[src/rtl/zs_packer_if.sv]
// Handshake and BRAM-write bundle between the dense A stream, the zero-skip
// packer and the shared BRAM it fills.
interface zs_packer_if #(
  parameter int DATA_WIDTH      = 32,
  parameter int BRAM_ADDR_WIDTH = 15,
  parameter int BRAM_DATA_WIDTH = 32
);
  logic                       start;
  logic                       in_valid;
  logic [DATA_WIDTH-1:0]      in_data;
  logic                       in_ready;
  logic [BRAM_ADDR_WIDTH-1:0] bram_addr;
  logic [BRAM_DATA_WIDTH-1:0] bram_wrdata;
  logic [DATA_WIDTH/8-1:0]    bram_we;
  logic                       done;
  logic                       overflow;

  // Upstream producer / BRAM-side observer.
  modport master (
    output start, in_valid, in_data,
    input  in_ready, bram_addr, bram_wrdata, bram_we, done, overflow
  );

  // The packer itself.
  modport slave (
    input  start, in_valid, in_data,
    output in_ready, bram_addr, bram_wrdata, bram_we, done, overflow
  );
endinterface

[src/rtl/zs_packer.sv]
// Zero-skip packer: compresses a row-major dense 8x8 A matrix into fixed
// NNZ_MAX-slot rows plus a 64-bit occupancy mask in the shared BRAM.
module zs_packer #(
  parameter int DATA_WIDTH      = 32,
  parameter int BRAM_ADDR_WIDTH = 15,
  parameter int BRAM_DATA_WIDTH = 32,
  parameter int LINE_SIZE       = 8,
  parameter int NNZ_MAX         = 4,
  parameter int MASK_BASE       = 96
) (
  input  logic        clk,
  input  logic        resetn,
  zs_packer_if.slave  bus
);

  localparam int BYTES  = DATA_WIDTH / 8;
  localparam int MASK_W = LINE_SIZE * LINE_SIZE;
  localparam int MIDX_W = $clog2(MASK_W);
  localparam int ROW_W  = $clog2(LINE_SIZE);
  localparam int SLOT_W = $clog2(NNZ_MAX + 1);
  localparam int AW     = BRAM_ADDR_WIDTH;

  typedef enum logic [2:0] {
    S_IDLE, S_ACCEPT, S_PAD, S_MASK0, S_MASK1, S_DONE
  } state_e;

  state_e                     state_q;
  logic [ROW_W-1:0]           row_q;
  logic [ROW_W-1:0]           col_q;
  logic [SLOT_W-1:0]          slot_q;
  logic [MASK_W-1:0]          mask_q;
  logic                       overflow_q;
  logic                       in_ready_q;
  logic                       we_q;
  logic                       done_q;
  logic [AW-1:0]              addr_q;
  logic [BRAM_DATA_WIDTH-1:0] wrdata_q;

  function automatic logic [AW-1:0] word_to_byte(input logic [AW-1:0] word);
    return word * AW'(BYTES);
  endfunction

  logic              hs;
  logic              nz;
  logic              can_store;
  logic              row_last;
  logic              col_last;
  logic [SLOT_W-1:0] slot_inc;
  logic [SLOT_W-1:0] slot_upd;
  logic [AW-1:0]     slot_addr;
  logic [MIDX_W-1:0] mask_idx;

  assign hs        = (state_q == S_ACCEPT) && in_ready_q && bus.in_valid;
  assign nz        = (bus.in_data != '0);
  assign can_store = (slot_q < SLOT_W'(NNZ_MAX));
  assign row_last  = (row_q == ROW_W'(LINE_SIZE - 1));
  assign col_last  = (col_q == ROW_W'(LINE_SIZE - 1));
  assign slot_inc  = slot_q + SLOT_W'(1);
  assign slot_upd  = (nz && can_store) ? slot_inc : slot_q;
  assign slot_addr = word_to_byte(AW'(row_q) * AW'(NNZ_MAX) + AW'(slot_q));
  assign mask_idx  = MIDX_W'(row_q) * MIDX_W'(LINE_SIZE) + MIDX_W'(col_q);

  // NOTE: every state bit is updated with <= so all registers sample the
  // same pre-edge values; blocking here would create order-dependent races.
  always_ff @(posedge clk) begin
    if (!resetn) begin
      state_q    <= S_IDLE;
      row_q      <= '0;
      col_q      <= '0;
      slot_q     <= '0;
      mask_q     <= '0;
      overflow_q <= 1'b0;
      in_ready_q <= 1'b0;
      we_q       <= 1'b0;
      done_q     <= 1'b0;
      addr_q     <= '0;
      wrdata_q   <= '0;
    end else begin
      we_q   <= 1'b0;
      done_q <= 1'b0;
      unique case (state_q)
        S_IDLE: begin
          if (bus.start) begin
            state_q    <= S_ACCEPT;
            in_ready_q <= 1'b1;
            row_q      <= '0;
            col_q      <= '0;
            slot_q     <= '0;
            mask_q     <= '0;
            overflow_q <= 1'b0;
          end
        end
        S_ACCEPT: begin
          if (hs) begin
            if (nz && can_store) begin
              we_q             <= 1'b1;
              addr_q           <= slot_addr;
              wrdata_q         <= bus.in_data;
              mask_q[mask_idx] <= 1'b1;
            end
            // Dropped elements keep a clear mask bit, so the consumer skips them.
            if (nz && !can_store) overflow_q <= 1'b1;
            slot_q <= slot_upd;
            col_q  <= col_last ? '0 : col_q + ROW_W'(1);
            if (col_last) begin
              if (slot_upd != SLOT_W'(NNZ_MAX)) begin
                state_q    <= S_PAD;
                in_ready_q <= 1'b0;
              end else if (!row_last) begin
                row_q  <= row_q + ROW_W'(1);
                slot_q <= '0;
              end else begin
                state_q    <= S_MASK0;
                in_ready_q <= 1'b0;
              end
            end
          end
        end
        S_PAD: begin
          we_q     <= 1'b1;
          addr_q   <= slot_addr;
          wrdata_q <= '0;
          if (slot_q == SLOT_W'(NNZ_MAX - 1)) begin
            slot_q <= '0;
            if (row_last) begin
              state_q <= S_MASK0;
            end else begin
              row_q      <= row_q + ROW_W'(1);
              state_q    <= S_ACCEPT;
              in_ready_q <= 1'b1;
            end
          end else begin
            slot_q <= slot_inc;
          end
        end
        S_MASK0: begin
          we_q     <= 1'b1;
          addr_q   <= word_to_byte(AW'(MASK_BASE));
          wrdata_q <= mask_q[BRAM_DATA_WIDTH-1:0];
          state_q  <= S_MASK1;
        end
        S_MASK1: begin
          we_q     <= 1'b1;
          addr_q   <= word_to_byte(AW'(MASK_BASE + 1));
          wrdata_q <= mask_q[2*BRAM_DATA_WIDTH-1:BRAM_DATA_WIDTH];
          state_q  <= S_DONE;
        end
        S_DONE: begin
          done_q  <= 1'b1;
          state_q <= S_IDLE;
        end
        default: state_q <= S_IDLE;
      endcase
    end
  end

  assign bus.in_ready    = in_ready_q;
  assign bus.bram_addr   = addr_q;
  assign bus.bram_wrdata = wrdata_q;
  assign bus.bram_we     = {BYTES{we_q}};
  assign bus.done        = done_q;
  assign bus.overflow    = overflow_q;

endmodule

[src/flat_wrapper.sv]
// flat-port wrapper written by rule: the top's interface ports become plain ports
module zs_packer_flat 
#(
  parameter int DATA_WIDTH      = 32,
  parameter int BRAM_ADDR_WIDTH = 15,
  parameter int BRAM_DATA_WIDTH = 32,
  parameter int LINE_SIZE       = 8,
  parameter int NNZ_MAX         = 4,
  parameter int MASK_BASE       = 96
)
  (clk, resetn, bus_start, bus_in_valid, bus_in_data, bus_in_ready, bus_bram_addr, bus_bram_wrdata, bus_bram_we, bus_done, bus_overflow);
  zs_packer_if #(.DATA_WIDTH(DATA_WIDTH), .BRAM_ADDR_WIDTH(BRAM_ADDR_WIDTH), .BRAM_DATA_WIDTH(BRAM_DATA_WIDTH)) bus_i ();
  input  logic clk;
  input  logic resetn;
  input wire logic [$bits(bus_i.start)-1:0] bus_start;
  input wire logic [$bits(bus_i.in_valid)-1:0] bus_in_valid;
  input wire logic [$bits(bus_i.in_data)-1:0] bus_in_data;
  output wire logic [$bits(bus_i.in_ready)-1:0] bus_in_ready;
  output wire logic [$bits(bus_i.bram_addr)-1:0] bus_bram_addr;
  output wire logic [$bits(bus_i.bram_wrdata)-1:0] bus_bram_wrdata;
  output wire logic [$bits(bus_i.bram_we)-1:0] bus_bram_we;
  output wire logic [$bits(bus_i.done)-1:0] bus_done;
  output wire logic [$bits(bus_i.overflow)-1:0] bus_overflow;
  assign bus_i.start = bus_start;
  assign bus_i.in_valid = bus_in_valid;
  assign bus_i.in_data = bus_in_data;
  assign bus_in_ready = bus_i.in_ready;
  assign bus_bram_addr = bus_i.bram_addr;
  assign bus_bram_wrdata = bus_i.bram_wrdata;
  assign bus_bram_we = bus_i.bram_we;
  assign bus_done = bus_i.done;
  assign bus_overflow = bus_i.overflow;
  zs_packer #(.DATA_WIDTH(DATA_WIDTH), .BRAM_ADDR_WIDTH(BRAM_ADDR_WIDTH), .BRAM_DATA_WIDTH(BRAM_DATA_WIDTH), .LINE_SIZE(LINE_SIZE), .NNZ_MAX(NNZ_MAX), .MASK_BASE(MASK_BASE)) u_core (.clk(clk), .resetn(resetn), .bus(bus_i));
endmodule
[config.mk]
export PLATFORM = sky130hd
export DESIGN_NAME = zs_packer_flat
export DESIGN_NICKNAME = d
export VERILOG_FILES = /design/src/rtl/zs_packer_if.sv /design/src/rtl/zs_packer.sv /design/src/flat_wrapper.sv
export SDC_FILE = /design/constraint.sdc
export NUM_CORES = 1
export LEC_CHECK = 0
export CAP_MARGIN = 20
export CORE_MARGIN = 2
export CORE_UTILIZATION = 45
export DETAILED_ROUTE_END_ITERATION = 6
export GPL_ROUTABILITY_DRIVEN = 0
export PLACE_DENSITY = 0.65
export SLEW_MARGIN = 20
export SYNTH_ARGS = -nofsm -noshare
export SYNTH_HDL_FRONTEND = slang
export SYNTH_SLANG_ARGS = --single-unit
[constraint.sdc]
create_clock -name clk -period 2.7 [get_ports clk]
set_clock_uncertainty 0.2 [all_clocks]
set_input_delay 0.27 -clock clk [delete_from_list [all_inputs] [get_ports clk]]
set_output_delay 0.27 -clock clk [all_outputs]
set_load 0.02 [all_outputs]
==> flow_metrics.py <==
metrics = {
    "flow_run": {
        "max-cap-violations": 0,
    },
    "outcome": {
        "outcome": "finished, final reports clean",
    },
    "placement": {
        "io_buffer_count": 81,
        "place_inst": 881,
        "placed_area_sq_um": 6910,
        "hpwl_microns": 12400,
    },
    "timing": {
        "final-hold-violation-count": 0,
        "grt_setup_unrepaired": "no",
        "max_freq_mhz": 387,
        "relSlewSlack_pct": 49.7,
        "slew_viol_final": 0,
        "post-route-min-period_ps": 2580,
        "whs_ps": 253,
        "finalCritPeriodShare_pct": 95.6,
        "tns_ps": 0,
        "worst_pin_slew_ps": 753,
        "setup_violations": 0,
    },
    "synthesis": {
        "synth_top_flop_cell": "dfxtp_1",
        "yosys_warnings": 0,
        "yosysSeqAreaShare_pct": 40.6,
        "synthDistinctLibCells": 63,
        "synth_edf_count": 0,
        "synth.cell_area_sq_um": 5860,
        "synthCells": 663,
        "netlist_top_cells_area": "dfxtp_1 41%, a21oi_1 6.8%, mux2i_1 6.1%, a221oi_1 4.8%, o211ai_1 4.2%",
        "synth.largest_area_cell": "dfxtp_1",
        "ys_seq_elements": 119,
        "synth_top_area_share_pct": 40.6,
        "async_flop_share_pct": 0,
        "synth_area_per_cell_sq_um": 8.85,
    },
    "worst_setup_path": {
        "critPathMaxStageDelay_ps": 490,
        "critical_path.slowest_cell": "or3b_2",
        "critPathBufInv": 1,
        "cp-end-kind": "register",
        "critPathRequiredTime_ps": 2840,
        "path_delay_family": "simple AND/OR/NAND/NOR gates",
        "arrival_ps": 2730,
        "critPathKind": "reg2reg",
        "path_max_fanout": 4,
        "crit_path_frequent_cell": "ha_1",
        "worstPathCellList": "ha_1 -> ha_1 -> or3b_2 -> nor2_1 -> o21ai_1 -> buf_4 -> a221oi_4 -> mux2i_1",
        "startpoint_type": "register",
    },
    "final_layout": {
        "drive_gt1_share_pct": 11.9,
        "final_cell_mix": "119 x dfxtp_1, 81 x clkdlybuf4s50_1, 80 x a21oi_1, 46 x nand3_1, 45 x nand2_1",
        "n_antenna_cell": 0,
        "finalInstanceArea_sq_um": 7530,
        "final_util_pct": 59.4,
        "synthToLayoutAreaGrowth_pct": 28.4,
        "filler_cell_count": 1099,
        "nets": 773,
        "final_cells": 912,
        "final_common_cell": "dfxtp_1",
    },
    "detailed_routing": {
        "firstDrtPassIters": 5,
        "vias_per_cell": 6.18,
        "drtIter0Drc": 696,
        "vias": 5638,
        "wl_per_cell_microns": 19.7,
        "drcViolationCount": 0,
        "wirelength_microns": 18000,
        "drtAntennaViolNets": 0,
    },
    "global_route": {
        "grt_pass1_vias": 5110,
        "antenna_found_initial": 0,
        "grt_max_degree": 66,
        "grt_overflow_total": 0,
        "grt_usage_pct": 25.6,
        "grt_pass1_wl_microns": 28200,
    },
    "die": {
        "rows": 41,
        "fp.dieArea_sq_um": 14000,
        "fp.dieH_microns": 118,
        "die_x_microns": 118,
        "initial_utilization_pct": 46.3,
        "core-area_sq_um": 12700,
        "io-pin-count": 90,
    },
    "clock_network": {
        "ctsLongestPathBuffers": 2,
        "cts.sinks": 119,
        "clock_latency_ps": 420,
        "ctsHtreeMaxLevel": 4,
        "cts_root_buf": "clkbuf_16",
        "cts_buffers": 17,
        "cts_tree": "done",
        "path_clk_slew_ps": 60,
    },
    "power": {
        "p_per_area_nw_per_um2": 775,
        "peakVddDrop_mv": 0.365,
        "cellLeakagePower_uw": 0.00292,
    },
    "hold_path": {
        "hp-class": "reg2reg",
    },
}
cell usage after synthesis (5+ instances only):
cell type,count
a21oi_1,80
a221oi_1,32
a22o_1,26
a32o_1,8
and2_1,6
buf_1,10
buf_2,14
buf_4,12
clkbuf_1,37
dfxtp_1,119
ha_1,9
inv_1,7
mux2i_1,36
nand2_1,45
nand3_1,46
nand4_1,6
nor2_1,16
nor2b_1,6
nor3_1,5
nor4_1,8
o211ai_1,33
o21ai_0,30
o21ai_2,9
flip-flops by register name (all words and copies together), names as in the netlist:
name,count
u_core.mask_q,64
u_core.bus.bram_wrdata,32
u_core.bus.bram_addr,7
u_core.col_q,3
u_core.row_q,3
u_core.slot_q,3
u_core.state_q,3
u_core.bus.done,1
u_core.bus.in_ready,1
u_core.bus.overflow,1
u_core.we_q,1
repair_timing:
item | CTS | global route
gates resized for setup | 0 | 1
hold buffers | 0 | 0
setup buffers | 0 | 0
setup endpoints to repair | 0 | 3
layout make-up:
class	instances	area [sq um]	area share, %
Sequential cell	119	2380	31.6
Inverter	7	26.3	0.349
Tap cell	172	215	2.86
Clock inverter	12	178	2.36
Clock buffer	19	433	5.75
Timing Repair Buffer	113	1140	15.1
Multi-Input combinational cell	470	3160	41.9
where the power goes:
part	internal (uW)	switching, uW	total (uW)
registers	1880	86.0	1970
clock network	1540	821	2360
logic	601	912	1510
total	4020	1820	5840
through the flow:
stage / setup slack, ps / power, uW
floorplan: 376 / 2900
global placement: -77.9 / 3460
detailed placement: -45.4 / 3480
CTS: 22.9 / 5830
global route: 14.1 / 6070
finish: 118 / 5840
kinds of logic (layout without fill, tap and decap cells):
group | Yosys count | after routing | synth area share [%]
AO/OA/AOI/OAI | 246 | 246 | 29.2
buffers and inverters | 81 | 151 | 6.38
XOR/XNOR | 2 | 2 | 0.299
other | 1 | 8 | 0.0639
multiplexers | 37 | 37 | 6.34
adder cells (fa/ha/maj) | 9 | 9 | 1.92
flip-flops | 119 | 119 | 40.6
AND/OR/NAND/NOR | 168 | 168 | 15.1
per-layer routing:
metal / routed length (microns) / vias to the layer above / global-route usage, %
li1: - / 2643 / -
met1: 7830 / 2661 / 35.4
met3: 1770 / 34 / 7.67
met4: 387 / 0 / 9.26
met2: 8010 / 300 / 37.7
met5: 0 / - / 0
worst paths after layout:
kind | start | endpoint | slack, ps | cells past startpoint
hold / removal | u_core.mask_q[47]$_SDFFE_PN0P_ | u_core.mask_q[47]$_SDFFE_PN0P_ | 250 | 2
setup reg to reg | u_core.slot_q[1]$_SDFFE_PN0P_ | u_core.row_q[0]$_SDFFE_PN0P_ | 120 | 8
setup / recovery | u_core.slot_q[1]$_SDFFE_PN0P_ | u_core.row_q[0]$_SDFFE_PN0P_ | 120 | 8
hold reg to reg | u_core.mask_q[47]$_SDFFE_PN0P_ | u_core.mask_q[47]$_SDFFE_PN0P_ | 250 | 2
worst min-delay path, cell delays in order (launching register included):
cell	delay [ps]
dfxtp_1	320
nand2_1	40
o21ai_0	50
(Power assumes the default switching activity.)
